`src/rtl/fpga_pll_seq_pkg.sv`:
```
// Shared types and constants for the PLL power-up sequencer.
package fpga_pll_seq_pkg;

    localparam int unsigned CntW   = 16;
    localparam int unsigned RetryW = 4;

    typedef enum logic [2:0] {
        StPllRst   = 3'd0,
        StWaitLock = 3'd1,
        StStable   = 3'd2,
        StRun      = 3'd3,
        StFail     = 3'd4
    } seq_state_e;

endpackage

```
`src/rtl/fpga_sync_2ff.sv`:
```
// Two-flop synchronizer with asynchronous active-high reset.
module fpga_sync_2ff #(
    parameter int unsigned Width = 1
) (
    input  logic             clk_i,
    input  logic             rst_i,
    input  logic [Width-1:0] d_i,
    output logic [Width-1:0] q_o
);

    logic [Width-1:0] meta_q;
    logic [Width-1:0] sync_q;

    always_ff @(posedge clk_i or posedge rst_i) begin
        if (rst_i) begin
            meta_q <= '0;
            sync_q <= '0;
        end else begin
            meta_q <= d_i;
            sync_q <= meta_q;
        end
    end

    assign q_o = sync_q;

endmodule

```
`src/rtl/fpga_pll_seq.sv`:
```
// PLL reset/lock sequencer for the sys and audio PLLs, clocked by the free-running oscillator.
// Define FPGA_PLL_SEQ_AUDIO_EN to sequence the audio PLL; otherwise only the sys PLL is used.
module fpga_pll_seq
    import fpga_pll_seq_pkg::*;
#(
    parameter int unsigned RST_HOLD   = 16,
    parameter int unsigned LOCK_WAIT  = 50000,
    parameter int unsigned STABLE_CNT = 1024,
    parameter int unsigned MAX_RETRY  = 3
) (
    input  logic              osc_clk_i,
    input  logic              reset_i,
    input  logic [1:0]        pll_locked_i,
    input  logic              sw_reset_req_i,
    output logic [1:0]        pll_areset_o,
    output logic              sys_reset_n_o,
    output logic              audio_reset_n_o,
    output logic              lock_fail_o,
    output logic [RetryW-1:0] retry_cnt_o,
    output logic [2:0]        seq_state_o
);

    if (RST_HOLD == 0 || RST_HOLD > 65535 || LOCK_WAIT == 0 || LOCK_WAIT > 65535 ||
        STABLE_CNT == 0 || STABLE_CNT > 65535) begin : g_param_chk
        $error("fpga_pll_seq: RST_HOLD, LOCK_WAIT and STABLE_CNT must be in 1..65535");
    end

    localparam logic [CntW-1:0]   RstLast    = CntW'(RST_HOLD - 1);
    localparam logic [CntW-1:0]   LockLast   = CntW'(LOCK_WAIT - 1);
    localparam logic [CntW-1:0]   StableLast = CntW'(STABLE_CNT - 1);
    localparam logic [RetryW-1:0] RetrySat   = {RetryW{1'b1}};

    logic both_locked;

`ifdef FPGA_PLL_SEQ_AUDIO_EN
    logic [1:0] lock_sync;

    fpga_sync_2ff #(
        .Width(2)
    ) u_lock_sync (
        .clk_i(osc_clk_i),
        .rst_i(reset_i),
        .d_i  (pll_locked_i),
        .q_o  (lock_sync)
    );

    assign both_locked = &lock_sync;
`else
    logic [0:0] lock_sync;
    logic       unused_audio_lock;

    fpga_sync_2ff #(
        .Width(1)
    ) u_lock_sync (
        .clk_i(osc_clk_i),
        .rst_i(reset_i),
        .d_i  (pll_locked_i[0]),
        .q_o  (lock_sync)
    );

    // Audio lock is treated as permanently high.
    assign unused_audio_lock = pll_locked_i[1];
    assign both_locked       = lock_sync[0];
`endif

    seq_state_e        state_q, state_d;
    logic [CntW-1:0]   cnt_q, cnt_d;
    logic [RetryW-1:0] retry_q, retry_d;
    logic [1:0]        areset_q, areset_d;
    logic              sys_rst_n_q, sys_rst_n_d;
    logic              aud_rst_n_q, aud_rst_n_d;
    logic              lock_fail_q, lock_fail_d;

    always_comb begin
        state_d = state_q;
        cnt_d   = cnt_q + 1'b1;
        retry_d = retry_q;
        unique case (state_q)
            StPllRst: begin
                if (sw_reset_req_i) begin
                    cnt_d = '0;
                end else if (cnt_q == RstLast) begin
                    state_d = StWaitLock;
                    cnt_d   = '0;
                end
            end
            StWaitLock: begin
                if (sw_reset_req_i) begin
                    state_d = StPllRst;
                    cnt_d   = '0;
                end else if (both_locked) begin
                    state_d = StStable;
                    cnt_d   = '0;
                end else if (cnt_q == LockLast) begin
                    cnt_d   = '0;
                    retry_d = (retry_q == RetrySat) ? retry_q : retry_q + 1'b1;
                    state_d = (32'(retry_d) >= MAX_RETRY) ? StFail : StPllRst;
                end
            end
            StStable: begin
                if (sw_reset_req_i) begin
                    state_d = StPllRst;
                    cnt_d   = '0;
                end else if (!both_locked) begin
                    state_d = StWaitLock;
                    cnt_d   = '0;
                end else if (cnt_q == StableLast) begin
                    state_d = StRun;
                    cnt_d   = '0;
                    retry_d = '0;
                end
            end
            StRun: begin
                cnt_d = '0;
                // A coincident request and lock loss collapse into one restart.
                if (sw_reset_req_i || !both_locked) begin
                    state_d = StPllRst;
                end
            end
            StFail: begin
                cnt_d = '0;
                if (sw_reset_req_i) begin
                    state_d = StPllRst;
                    retry_d = '0;
                end
            end
            default: begin
                state_d = StPllRst;
                cnt_d   = '0;
            end
        endcase
    end

    // Outputs are decoded from the next state so they change on the same edge as the state.
    always_comb begin
        areset_d    = (state_d == StPllRst || state_d == StFail) ? 2'b11 : 2'b00;
        sys_rst_n_d = (state_d == StRun);
        lock_fail_d = (state_d == StFail);
`ifdef FPGA_PLL_SEQ_AUDIO_EN
        aud_rst_n_d = (state_d == StRun);
`else
        aud_rst_n_d = 1'b0;
`endif
    end

    always_ff @(posedge osc_clk_i or posedge reset_i) begin
        if (reset_i) begin
            state_q     <= StPllRst;
            cnt_q       <= '0;
            retry_q     <= '0;
            areset_q    <= 2'b11;
            sys_rst_n_q <= 1'b0;
            aud_rst_n_q <= 1'b0;
            lock_fail_q <= 1'b0;
        end else begin
            state_q     <= state_d;
            cnt_q       <= cnt_d;
            retry_q     <= retry_d;
            areset_q    <= areset_d;
            sys_rst_n_q <= sys_rst_n_d;
            aud_rst_n_q <= aud_rst_n_d;
            lock_fail_q <= lock_fail_d;
        end
    end

    assign pll_areset_o    = areset_q;
    assign sys_reset_n_o   = sys_rst_n_q;
    assign audio_reset_n_o = aud_rst_n_q;
    assign lock_fail_o     = lock_fail_q;
    assign retry_cnt_o     = retry_q;
    assign seq_state_o     = state_q;

endmodule

```
`config.mk`:
```
export PLATFORM = sky130hd
export DESIGN_NAME = fpga_pll_seq
export DESIGN_NICKNAME = d
export VERILOG_FILES = /design/src/rtl/fpga_pll_seq_pkg.sv /design/src/rtl/fpga_sync_2ff.sv /design/src/rtl/fpga_pll_seq.sv
export SDC_FILE = /design/constraint.sdc
export NUM_CORES = 1
export LEC_CHECK = 0
export ABC_AREA = 0
export BUFFER_PORTS_ARGS = -buffer_cell sky130_fd_sc_hd__buf_4
export CORE_UTILIZATION = 43
export CTS_CLUSTER_SIZE = 14
export DETAILED_ROUTE_END_ITERATION = 12
export PLACE_DENSITY_LB_ADDON = 0.05
export SLEW_MARGIN = 5
export SYNTH_ARGS = -nofsm -noshare
export SYNTH_HDL_FRONTEND = slang
export SYNTH_HIERARCHICAL = 1
export SYNTH_SLANG_ARGS = --single-unit
```
`constraint.sdc`:
```
create_clock -name osc_clk_i -period 2.8 [get_ports osc_clk_i]
set_clock_uncertainty 0.2 [all_clocks]
set_input_delay 0.28 -clock osc_clk_i [delete_from_list [all_inputs] [get_ports osc_clk_i]]
set_output_delay 0.28 -clock osc_clk_i [all_outputs]
set_load 0.01 [all_outputs]
```
# [Yosys cells after proc, flatten, opt, wreduce, memory -nomap -nowiden]
# Index checks and enable logic that the tools add are counted.
[totals] word_cells=66 ff_bits=29
[classes] order_cmp=1 n_mux=31 addsub=2 n_eq_ne=17 n_reduce_logical=7
[op_table] cell="2-to-1 mux 16 bit" n=8
[op_table] cell="one-hot mux 16 bit (3 select lines)" n=1
[op_table] cell="2-to-1 mux 3 bit" n=11
[op_table] cell="2-to-1 mux 4 bit" n=8
[op_table] cell="adder 16 x 1 -> 16 bit, second input constant" n=1
[op_table] cell="equality test 16 x 10 -> 1 bit, second input constant" n=1
[op_table] cell="equality test 16 bit, second input constant" n=1
[op_table] cell="equality test 16 x 4 -> 1 bit, second input constant" n=1
[op_table] cell="one-hot mux 3 bit (5 select lines)" n=1
[op_table] cell="!= test 2 bit, second input constant" n=6
[op_table] cell="one-hot mux 4 bit (3 select lines)" n=1
[op_table] cell="equality test 3 x 2 -> 1 bit, second input constant" n=3
[op_table] cell="AND reduction 8 bit" n=1
[op_table] cell="equality test 3 bit, second input constant" n=2
[op_table] cell="logical NOT 3 bit" n=2
[op_table] cell="adder 4 x 1 -> 4 bit, second input constant" n=1
[op_table] cell="equality test 4 bit, second input constant" n=1
[op_table] cell=">= comparator 4 x 2 -> 1 bit, second input constant" n=1
[op_table] cell="equality test 3 x 1 -> 1 bit, second input constant" n=1
[op_table] cell="nonzero test 3 bit" n=1
[op_table] cell="logical OR 1 bit" n=2
[op_table] cell="2-to-1 mux 2 bit" n=1
[op_table] cell="!= test 2 x 1 -> 1 bit, second input constant" n=1
[op_table] cell="logical NOT 1 bit" n=1

# [Depth between registers and ports, before layout]
[depth] ltp_word=11 depth_mapped=7 ltp_nobuf=6

# [By module]
# Netlist, hierarchy kept.
[modules_own_cells] mod="fpga_pll_seq" area_each_um2=1550.2 cells_each=157 instances=1
[modules_own_cells] mod="fpga_sync_2ff" area_each_um2=53.8 cells_each=3 instances=1

# [Worst setup path before layout]
# No wires, ideal clock.
[synth_timing] path_kind="reg2reg" from="register cnt_q[0]" to="register retry_q[1] (netlist: retry_cnt_o[1])" arrival_ns=1.732 required_ns=2.478 stages_incl_launch_ff=7 path_slack_ns=0.746 cell_sequence="dfrtp_1 > ha_1 > and3_1 > and4_4 > a311o_2 > and2_4 > a32o_1"
[synth_between] elab_chain_cells=3 word_cells_on_any_way=5 classes_between="eq/ne: 4; reduce/logical: 1"
[synth_rtl] element="start, declared" line="fpga_pll_seq.sv:67" source="logic [CntW-1:0] cnt_q, cnt_d;"
[synth_rtl] element="start signal, assigned" line="fpga_pll_seq.sv:157" source="cnt_q <= cnt_d;"
[synth_rtl] element="equality test 16 x 10 -> 1 bit / equality test 16 bit (equally long branches)" line="fpga_pll_seq.sv:107, fpga_pll_seq.sv:94"
[synth_rtl] element="!= test 2 bit (no line)"
[synth_rtl] element="AND reduction 8 bit (no line) *"
[synth_rtl] element="end signal, assigned" line="fpga_pll_seq.sv:158" source="retry_q <= retry_d;"
[synth_rtl] element="end, declared" line="fpga_pll_seq.sv:68" source="logic [RetryW-1:0] retry_q, retry_d;"
# Every way passes the cells marked *; elsewhere a longest branch is shown, timed or not.
# A chain may end at the register's enable or synchronous reset.

# [Final worst setup path]
[layout_timing] from="register cnt_q[0]" to="register cnt_q[11]"
[layout_between] elab_chain_cells=5 word_cells_on_any_way=13 classes_between="add/sub: 1; eq/ne: 3; mux: 9"
[layout_rtl] element="adder 16 x 1 -> 16 bit, or another cell as far along" line="fpga_pll_seq.sv:76" source="cnt_d = cnt_q + 1'b1;"
[layout_rtl] element="2-to-1 mux 16 bit, on equally long branches" line="fpga_pll_seq.sv:107, fpga_pll_seq.sv:94"
[layout_rtl] element="2-to-1 mux 16 bit, on equally long branches" line="fpga_pll_seq.sv:104, fpga_pll_seq.sv:91"
[layout_rtl] element="2-to-1 mux 16 bit, on equally long branches" line="fpga_pll_seq.sv:101, fpga_pll_seq.sv:88"
[layout_rtl] element="one-hot mux 16 bit (3 select lines) *" line="fpga_pll_seq.sv:78" source="unique case (state_q)"
[layout_rtl] element="named net cnt_d[11]" line="fpga_pll_seq.sv:67"
# Mark *: on every way through the listed nets, which the timed path passes. The rest lies on a longest branch.

==> run_results.csv <==
group,metric,value,unit
worst_setup_path,rrSetupSlack,0.58,ns
clocking,root_buffer,"clkbuf_8",
power,sequentialPowerShare,54.2,%
sta,worstMarginPinSlew,0.968,ns
floorplan,dieHeight,63.1,um
synthesis,ys_seq_elements,28,
synthesis,synth_edf_count,0,
global_routing,grt_pass1_vias,1157,
worst_setup_path,r2r_end,"cnt_q[11]",
routing,drc_errors,0,
global_routing,gr-total-overflow,0,
floorplan,num_rows,21,
sta,setup_violations,0,
hold_path,hold_path_class,"input port to flip-flop",
hold_path,hold_depth,2,
sta,final.min_clock_period,2.22,ns
routing,drt.antenna.violating_nets,0,
sta,slew_violations,0,
floorplan,die_area,3980,sq um
worst_setup_path,critPathKind,"flip-flop to flip-flop",
routing,initialDrtViolationCount,41,
clocking,cts_tree,"built",
finish,regArea,702,sq um
synthesis,syn_inst,160,
worst_setup_path,r2r-start,"cnt_q[0]",
finish,final_cell_mix,"dfrtp_1 (27), nor2_1 (14), buf_4 (14)",
place,hpwlAfterDp,2210,um
finish,finish.utilization,52.3,%
hold_path,hold_path_end,"lock_fail_o",
worst_setup_path,r2r_cells,6,
power,pwr-share-comb,5.7,%
floorplan,die_x,63.1,um
power,p_int,0.620,mW
sta,setup_tns,0,ns
worst_setup_path,crit_path_end_kind,"flip-flop",
finish,layout_commonest_cell,"dfrtp_1",
clocking,clock_latency,0.27,ns
sta,rsz0062_at_grt,"no",
synthesis,synth_top_area_share,42.1,%
hold_path,min_from,"sw_reset_req_i",
synthesis,synth.distinct_cells,47,
run_status,status,"finished clean",
place,gp_congestion,0.795,
global_routing,grt_pass1_wl,5400,um
power,powerDensity,430,nW/um^2
clocking,cts-htree-levels,1,
finish,nFillCells,329,
routing,wl_per_cell,14.0,um
routing,dr.pass1.iters,4,
synthesis,yosys.area_share.adder,1.56,%
clocking,cts_inserted_buffers,3,
global_routing,grt.total_usage,17.5,%
finish,syn2layout_area_growth,12.3,%
finish,antenna_cells,0,
synthesis,syn_nets,167,
synthesis,synth_top_cell_by_area,"dfrtp_1",
power,switching_share,20.0,%
synthesis,netlist_top_cells_area,"dfrtp_1 (42%), xnor2_1 (4.9%), nor2_2 (3.5%)",
power,leakagePower,0.754,nW
power,clockPowerShare,40.1,%
synthesis,netlist_area,1600,sq um
sta,relSlewSlack,35.4,%
floorplan,initial_core_util,46.6,%
sta,hold_viol,0,
global_routing,grt_max_degree,27,
floorplan,core_area,3440,sq um
clocking,clk_path_buf_depth,2,
synthesis,synth-main-ff-cell,"dfrtp_1",
synthesis,synth.mux.area_fraction,0,%
job,drv_cap,0,
worst_setup_path,critical_path.startpoint_type,"flip-flop",
synthesis,synth_top_family_by_area,"simple AND/OR/NAND/NOR gates",
floorplan,ios,17,
synthesis,ys_async_sr_fraction,100,%
synthesis,synth_compound_area_share,15.9,%
worst_setup_path,path_max_fanout,16,
finish,multi_input_area,820,sq um
synthesis,synth-seq-area-share,43.8,%
clocking,cts.reportedPaths.clkPinSlew,0.09,ns
synthesis,synthXorXnorAreaFrac,7.64,%
finish,drive_gt1_share,24.3,%
sta,period_share,79.2,%
routing,drt_wl_total,3060,um
synthesis,synth_simple_gate_area_share,25.7,%
sta,fmax,0.451,GHz
power,p_sw,0.155,mW
finish,nets,181,
global_routing,antenna_found_initial,0,
place,numPortBuffers,14,
worst_setup_path,worst_ep_arrival_time,2.16,ns
power,ir_drop,0.000324,V
synthesis,avgSynthCellArea,10.0,sq um
worst_setup_path,required,2.74,ns
clocking,cts_sinks,28,
synthesis,ys_warn_count,6,
routing,viasPerCell,5.46,
routing,vias,1196,
[stage by stage]
step | power (mW) | hold slack [ns] | worst slack (ns) | instances | cell area [sq um]
floorplan | 0.460 | -0.179 | 0.746 | 160 | 1600
finish | 0.775 | 0.0389 | 0.582 | 219 | 1800
global route | 0.814 | 0.0357 | 0.399 | 219 | 1800
global placement | 0.470 | -0.0520 | 0.614 | 213 | 1710
detailed placement | 0.471 | -0.0475 | 0.574 | 213 | 1710
CTS | 0.785 | 0.0294 | 0.554 | 219 | 1800
[synthesized netlist by cell type (all sizes together) (2+ instances only)]
cell,count
ha,2
and2,2
a32o,2
xnor2,9
nand2,10
xor2,5
a31oi,5
a21o,3
o221ai,2
nor4,3
a21oi,9
inv,7
dfrtp,27
and4,2
buf,6
nor3,5
nand4,4
or2b,3
nor2,24
and3,6
nand3,7
[routing by layer]
metal	GRT usage [%]	part of all wire, %
met1	23.3	47
met2	29.2	49
met3	4.35	3.6
met4	2.62	0.59
met5	0	0
[final cells by class]
type / instances / share of cell area [%]
multi-input cells: 118 / 45.5
clock buffers: 3 / 2.29
flip-flops and latches: 28 / 39.0
repair buffers: 16 / 6.94
well taps: 46 / 3.19
clock inverters: 1 / 1.67
inverters: 7 / 1.46
[state kept, by name, summed over array words and instances (netlist names)]
register	count
seq_state_o	3
lock_fail_o	1
sys_reset_n_o	1
u_lock_sync/meta_q	1
cnt_q	16
pll_areset_o	1
u_lock_sync/q_o	1
retry_cnt_o	4
[how the worst max path moves through the flow]
stage / start / to / slack (ns) / cells after the start
detailed placement: cnt_q[10] / cnt_q[11] / 0.57 / 5
CTS: cnt_q[0] / cnt_q[11] / 0.55 / 6
global route: cnt_q[0] / cnt_q[11] / 0.40 / 6
global placement: cnt_q[0] / cnt_q[5] / 0.61 / 6
finish: cnt_q[0] / cnt_q[11] / 0.58 / 6
floorplan: cnt_q[0] / retry_cnt_o[1] / 0.75 / 6
[kinds of logic after synthesis]
| family | count (synthesis) |
|---|---|
| buf+inv | 14 |
| compound gates | 30 |
| fa+ha+maj | 2 |
| other cells | 1 |
| xor+xnor | 14 |
| simple gates | 71 |
| flops | 28 |
[power by group through the flow]
| stage | combinational (mW) | sequential, mW | clock (mW) |
|---|---|---|---|
| after detailed placement | 0.0433 | 0.428 | 0 |
| after floorplan | 0.0328 | 0.427 | 0 |
| after CTS | 0.0457 | 0.420 | 0.319 |
| after global placement | 0.0426 | 0.427 | 0 |
| after global routing | 0.0509 | 0.421 | 0.342 |
| final | 0.0442 | 0.420 | 0.311 |
[critical path, stage by stage (launching register included)]
cell      delay [ns]
dfrtp_1         0.41
ha_1            0.19
and3_1          0.27
and3_2          0.27
o221ai_2        0.12
o21bai_4        0.51
nor2_1          0.10
[what timing repair did]
action,4_1_cts,5_1_grt
hold buffers,2,0
hold endpoints to repair,3,0
gates resized for setup,0,0
setup endpoints to repair,0,0
buffers inserted,0,0
(Power assumes the default switching activity.)
